## src/rtl/sort_32_u8_ctrl.sv

```systemverilog
// Two-requester front end for a 32x8 parallel sort engine: gather, launch, capture, stream back.
// Optional engine-result watchdog is enabled by defining SORT_CTRL_TIMEOUT_EN.
module sort_32_u8_ctrl #(
    parameter int NUM      = 32,
    parameter int W_DATA   = 8,
    parameter int SORT_LAT = 3,
    parameter int TIMEOUT  = 8
) (
    input  logic                    clk,
    input  logic                    rst_n,
    input  logic                    s0_valid,
    input  logic [W_DATA-1:0]       s0_data,
    output logic                    s0_ready,
    input  logic                    s1_valid,
    input  logic [W_DATA-1:0]       s1_data,
    output logic                    s1_ready,
    output logic                    srt_vld_in,
    output logic [NUM*W_DATA-1:0]   srt_din,
    input  logic                    srt_vld_out,
    input  logic [NUM*W_DATA-1:0]   srt_dout,
    output logic                    m_valid,
    input  logic                    m_ready,
    output logic [W_DATA-1:0]       m_data,
    output logic                    m_id,
    output logic                    m_last,
    output logic                    busy,
    output logic                    err
);
    localparam int CW = $clog2(NUM);

    localparam logic [2:0] IDLE  = 3'd0;
    localparam logic [2:0] LOAD  = 3'd1;
    localparam logic [2:0] SORT  = 3'd2;
    localparam logic [2:0] WAIT  = 3'd3;
    localparam logic [2:0] DRAIN = 3'd4;

    logic [2:0]              state;
    logic [CW-1:0]           cnt;
    logic                    rr;
    logic                    grant;
    logic [NUM*W_DATA-1:0]   load_buf;
    logic [NUM*W_DATA-1:0]   res_buf;
    logic                    acc_valid;
    logic [W_DATA-1:0]       acc_data;
    logic                    last_idx;

`ifdef SORT_CTRL_TIMEOUT_EN
    localparam int TW = $clog2(TIMEOUT + 1);
    logic [TW-1:0]           tmo;
    logic                    err_q;
    assign err = err_q;
`else
    assign err = 1'b0;
`endif

    assign acc_valid = (state == LOAD) && (grant ? s1_valid : s0_valid);
    assign acc_data  = grant ? s1_data : s0_data;
    assign last_idx  = (cnt == CW'(NUM - 1));

    always_ff @(posedge clk) begin
        if (!rst_n) begin
            state    <= IDLE;
            cnt      <= '0;
            rr       <= 1'b0;
            grant    <= 1'b0;
            load_buf <= '0;
            res_buf  <= '0;
`ifdef SORT_CTRL_TIMEOUT_EN
            tmo      <= '0;
            err_q    <= 1'b0;
`endif
        end else begin
`ifdef SORT_CTRL_TIMEOUT_EN
            err_q <= 1'b0;
`endif
            case (state)
                IDLE: begin
                    // Contention goes to the round-robin pointer; a lone requester wins outright.
                    if (s0_valid || s1_valid) begin
                        grant <= (s0_valid && s1_valid) ? rr : s1_valid;
                        state <= LOAD;
                    end
                end
                LOAD: begin
                    if (acc_valid) begin
                        load_buf[cnt*W_DATA +: W_DATA] <= acc_data;
                        cnt <= cnt + 1'b1;
                        if (last_idx) state <= SORT;
                    end
                end
                SORT: begin
                    state <= WAIT;
`ifdef SORT_CTRL_TIMEOUT_EN
                    tmo   <= '0;
`endif
                end
                WAIT: begin
                    if (srt_vld_out) begin
                        res_buf <= srt_dout;
                        state   <= DRAIN;
                    end
`ifdef SORT_CTRL_TIMEOUT_EN
                    else if (tmo == TW'(TIMEOUT - 1)) begin
                        err_q <= 1'b1;
                        rr    <= ~grant;
                        state <= IDLE;
                    end else begin
                        tmo <= tmo + 1'b1;
                    end
`endif
                end
                DRAIN: begin
                    if (m_ready) begin
                        cnt <= cnt + 1'b1;
                        if (last_idx) begin
                            state <= IDLE;
                            rr    <= ~grant;
                            cnt   <= '0;
                        end
                    end
                end
                default: state <= IDLE;
            endcase
        end
    end

    // Every output is decoded from registered state, so no input-to-output path exists.
    assign s0_ready   = (state == LOAD) && !grant;
    assign s1_ready   = (state == LOAD) && grant;
    assign srt_vld_in = (state == SORT);
    assign srt_din    = load_buf;
    assign m_valid    = (state == DRAIN);
    assign m_data     = m_valid ? res_buf[cnt*W_DATA +: W_DATA] : '0;
    assign m_id       = m_valid && grant;
    assign m_last     = m_valid && last_idx;
    assign busy       = (state != IDLE);

endmodule

```

## config.mk

```make
export PLATFORM = sky130hd
export DESIGN_NAME = sort_32_u8_ctrl
export DESIGN_NICKNAME = d
export VERILOG_FILES = /design/src/rtl/sort_32_u8_ctrl.sv
export SDC_FILE = /design/constraint.sdc
export NUM_CORES = 1
export LEC_CHECK = 0
export CORE_ASPECT_RATIO = 0.8
export CORE_UTILIZATION = 28
export CTS_BUF_LIST = sky130_fd_sc_hd__clkbuf_2 sky130_fd_sc_hd__clkbuf_4 sky130_fd_sc_hd__clkbuf_8
export CTS_CLUSTER_SIZE = 24
export DETAILED_ROUTE_END_ITERATION = 10
export DONT_BUFFER_PORTS = 1
export GPL_TIMING_DRIVEN = 0
export PLACE_DENSITY_LB_ADDON = 0.3
export SYNTH_ARGS = -nofsm -noshare
export SYNTH_HDL_FRONTEND = slang
export SYNTH_SLANG_ARGS = --single-unit
```

## constraint.sdc

```tcl
create_clock -name clk -period 3.7 [get_ports clk]
set_input_delay 0.555 -clock clk [delete_from_list [all_inputs] [get_ports clk]]
set_output_delay 0.555 -clock clk [all_outputs]
set_load 0.05 [all_outputs]
```

==> impl_results.md <==
- Setup Slack @ Placement: -1.718 ns
- Worst reg2reg path depth: 12
- Combinational power share: 20.3%
- Drt total wl: between 90000 and 100000 microns
- Gr usage total: 22.19%
- Crit path kind: flip-flop to output port
- Fin crit period: 3.593 ns
- Crit path launch type: flip-flop
- Via density: 4.990
- Hold_ws: 0.04842 ns
- Fillers: about 8100
- Detailed placement HPWL: between 70000 and 80000 microns
- Slew headroom: 16.05%
- Yosys top cell by area: dfxtp_1
- Pleak: between 9 and 10 nW
- Avg WL per Cell: 23.95 microns
- Max Buffers Root-to-Sink: 3
- Violation count after the first detailed-route iteration: 1266
- Cell Int Power: 0.01000 W
- Post-synth EDFFs: 0
- Syn_nets: 2706
- R2r setup slk: roughly 0.16 ns
- Global-route wire length before repair: ~130000 microns
- Pin count of the biggest net entering global routing: 13
- Status: finished clean
- Top FF cell, synth: dfxtp_1
- Die width: about 320 microns
- Register area share after synthesis: 46.21%
- Mapped Area: 22610 sq um
- Crit path arrival time: 3.04 ns
- Net Sw Power: approximately 0.0047 W
- Hold depth: 2
- Placeable Area: 79310 sq um
- Hold Violations, Final: 0
- Commonest non-fill, non-tap cell in the layout: nand2_1
- Switching part of the total: 31.77%
- Maximum fanout along the worst path: 10
- Post-synth top area share: 46.21%
- Slew Limit Fails: 0
- # rows: 92
- Synth async-reset ratio: 0%
- CTS tree: built
- CTS clk-pin slew, worst paths: 0.06 ns
- Final worst slack: 0.1066 ns
- Max-cap viol count: 0
- Initial antenna violation count: 23
- Flops & latches, synth: 522
- Vias in the first global route: ~19000
- Worst Hold Class: primary input to flip-flop
- First-pass iteration count of the detailed router: 5
- Share of post-route cells with drive strength above 1: between 10% and 20%
- DIE AREA: 81910 sq um
- Clock network power share: about two fifths
- Number of vias in the routed layout: 19391
- Worst endpoint required time: 3.14 ns
- Drc violations: 0
- Clock sink count: 522
- Synth cell types: 59
- Post-route ant nets: 0
- Crit path to: m_data[0]
- CTS root buffer: clkbuf_8
- Tcrit/Tclk final: 97.12%
- Clk_lat worst skew: ~0.7 ns
- Ports: 550
- Die height: 256.2 microns
- Fmax: between 200 and 300 MHz
- Worst setup EP type: output port
- Worst r2r src: cnt[1]
- Setup violators final: 0
- Top post-synthesis cells by area: dfxtp_1 46%, nand2_1 10%, mux2i_1 10%, a21boi_0 8.6%, mux4_2 6.6%
- Syn Area/Cell: approximately 9.3 sq um
- Final design utilization: between 30% and 40%
- Initial core utilization: 28.51%
- Peak VDD IR: 0.0002522 V
- Final nets: 3051
- R2R Path End: srt_din[109]
- Power density over the cells: 507.5 nW/um^2
- Commonest non-fill, non-tap cells in the layout: 625 x nand2_1, 521 x dfxtp_1, 260 x a21boi_0
- Seq pwr share: 40.6%
- Worst Skew: 0.02607 ns
- Unrepaired setup endpoints after global routing: yes
- Ys Warns: 0
- Port bufs: 0
- GP Congestion: 0.8601
- Num CTS Buffers: 90
- H-tree depth: 3
- Total global routing overflow: 0
- CP startpoint: cnt[1]
- Worst slew pin tran: ~1.3 ns
- Area delta synth->final: 27.72%
- Post-Synthesis Cells: 2421
==> sequential cells by signal (all words and copies together), names as in the netlist <==
| signal | count |
|---|---|
| grant | 1 |
| rr | 1 |
| res_buf | 256 |
| cnt | 5 |
| state | 3 |
| srt_din | 256 |
==> synth_stat cells, types with 7 or more instances <==
library cell and n:
nor2_2 12, o221ai_1 7, a21boi_0 260, nor2_1 37
ha_1 7, mux2_2 10, nand4_1 7, buf_2 27
buf_1 14, o21ai_0 54, nand2_1 625, nor3_1 66
clkbuf_1 142, mux4_2 66, nor2b_1 190, nand3_1 41
mux2i_1 234, dfxtp_1 522, or3_1 15
==> layout make-up <==
type / instances / area, sq um / area share (%)
Sequential cell: 522 / 10450 / 36.20
Antenna cell: 18 / 45.04 / 0.1560
Timing Repair Buffer: 254 / 2566 / 8.885
Clock inverter: 27 / 266.5 / 0.9228
Inverter: 7 / 35.03 / 0.1213
Buffer: 187 / 885.9 / 3.067
Clock buffer: 133 / 1662 / 5.753
Tap cell: 1034 / 1294 / 4.479
Multi-Input combinational cell: 1704 / 11670 / 40.42
==> worst max-delay path, cell delays in order, from the launching register on <==
cell	delay [ns]
dfxtp_1	0.39
buf_6	0.19
clkbuf_4	0.34
clkbuf_4	0.36
mux4_2	0.40
o21ai_0	0.32
o221ai_4	0.30
==> per-stage QoR <==
stage | setup TNS (ns) | total power [W] | std cells | cell area, sq um
after floorplan | 0 | 0.007637 | 2421 | 22610
after global placement | -237.59 | 0.008548 | 3455 | 23910
after CTS | 0 | 0.01472 | 3858 | 28650
after global routing | -0.05513 | 0.01523 | 3878 | 28860
final | 0 | 0.01466 | 3886 | 28880
after detailed placement | -237.83 | 0.008597 | 3457 | 23940
==> power by group through the flow <==
stage               clock [W]  combinational [W]  sequential [W]
floorplan                   0            0.00162         0.00602
global placement            0            0.00249         0.00606
detailed placement          0            0.00254         0.00606
CTS                   0.00584            0.00293         0.00594
global route          0.00608            0.00318         0.00596
finish                0.00574            0.00297         0.00595
==> metal layers <==
metal | vias up | GRT usage (%) | wire [microns]
met5 | - | 0 | 67
met3 | 176 | 6.682 | 8074
met4 | 10 | 7.225 | 2833
li1 | 8970 | - | -
met1 | 9468 | 29.94 | 41450
met2 | 767 | 33.62 | 40630
==> timing repair <==
| action | in CTS | in global routing |
|---|---|---|
| resized for setup | 91 | 24 |
| endpoints found under the hold margin | 239 | 0 |
| pin swaps | 4 | 6 |
| buffers inserted | 2 | 11 |
| cloned | 0 | 0 |
| setup endpoints to repair | 266 | 167 |
| hold buffers | 239 | 0 |
==> how the worst min path moves through the flow <==
stage / from / to / slack (ns)
floorplan: res_buf[112] / res_buf[112] / 0.44
global placement: res_buf[242] / res_buf[242] / 0.45
detailed placement: res_buf[22] / res_buf[22] / 0.46
CTS: srt_dout[137] / res_buf[137] / 0.002
global route: srt_dout[137] / res_buf[137] / 0.01
finish: srt_dout[137] / res_buf[137] / 0.05
==> cells by family (layout without fill, tap and decap cells) <==
family | Yosys count | after routing | share of synthesized area [%]
buf+inv | 195 | 608 | 3.475
flops | 522 | 522 | 46.21
xor+xnor | 5 | 5 | 0.1937
simple gates | 1032 | 1032 | 21.19
compound gates | 349 | 349 | 11.10
fa+ha+maj | 7 | 7 | 0.3873
other cells | 1 | 19 | 0.01658
mux | 310 | 310 | 17.43
Power figures use the tool's default switching activity.
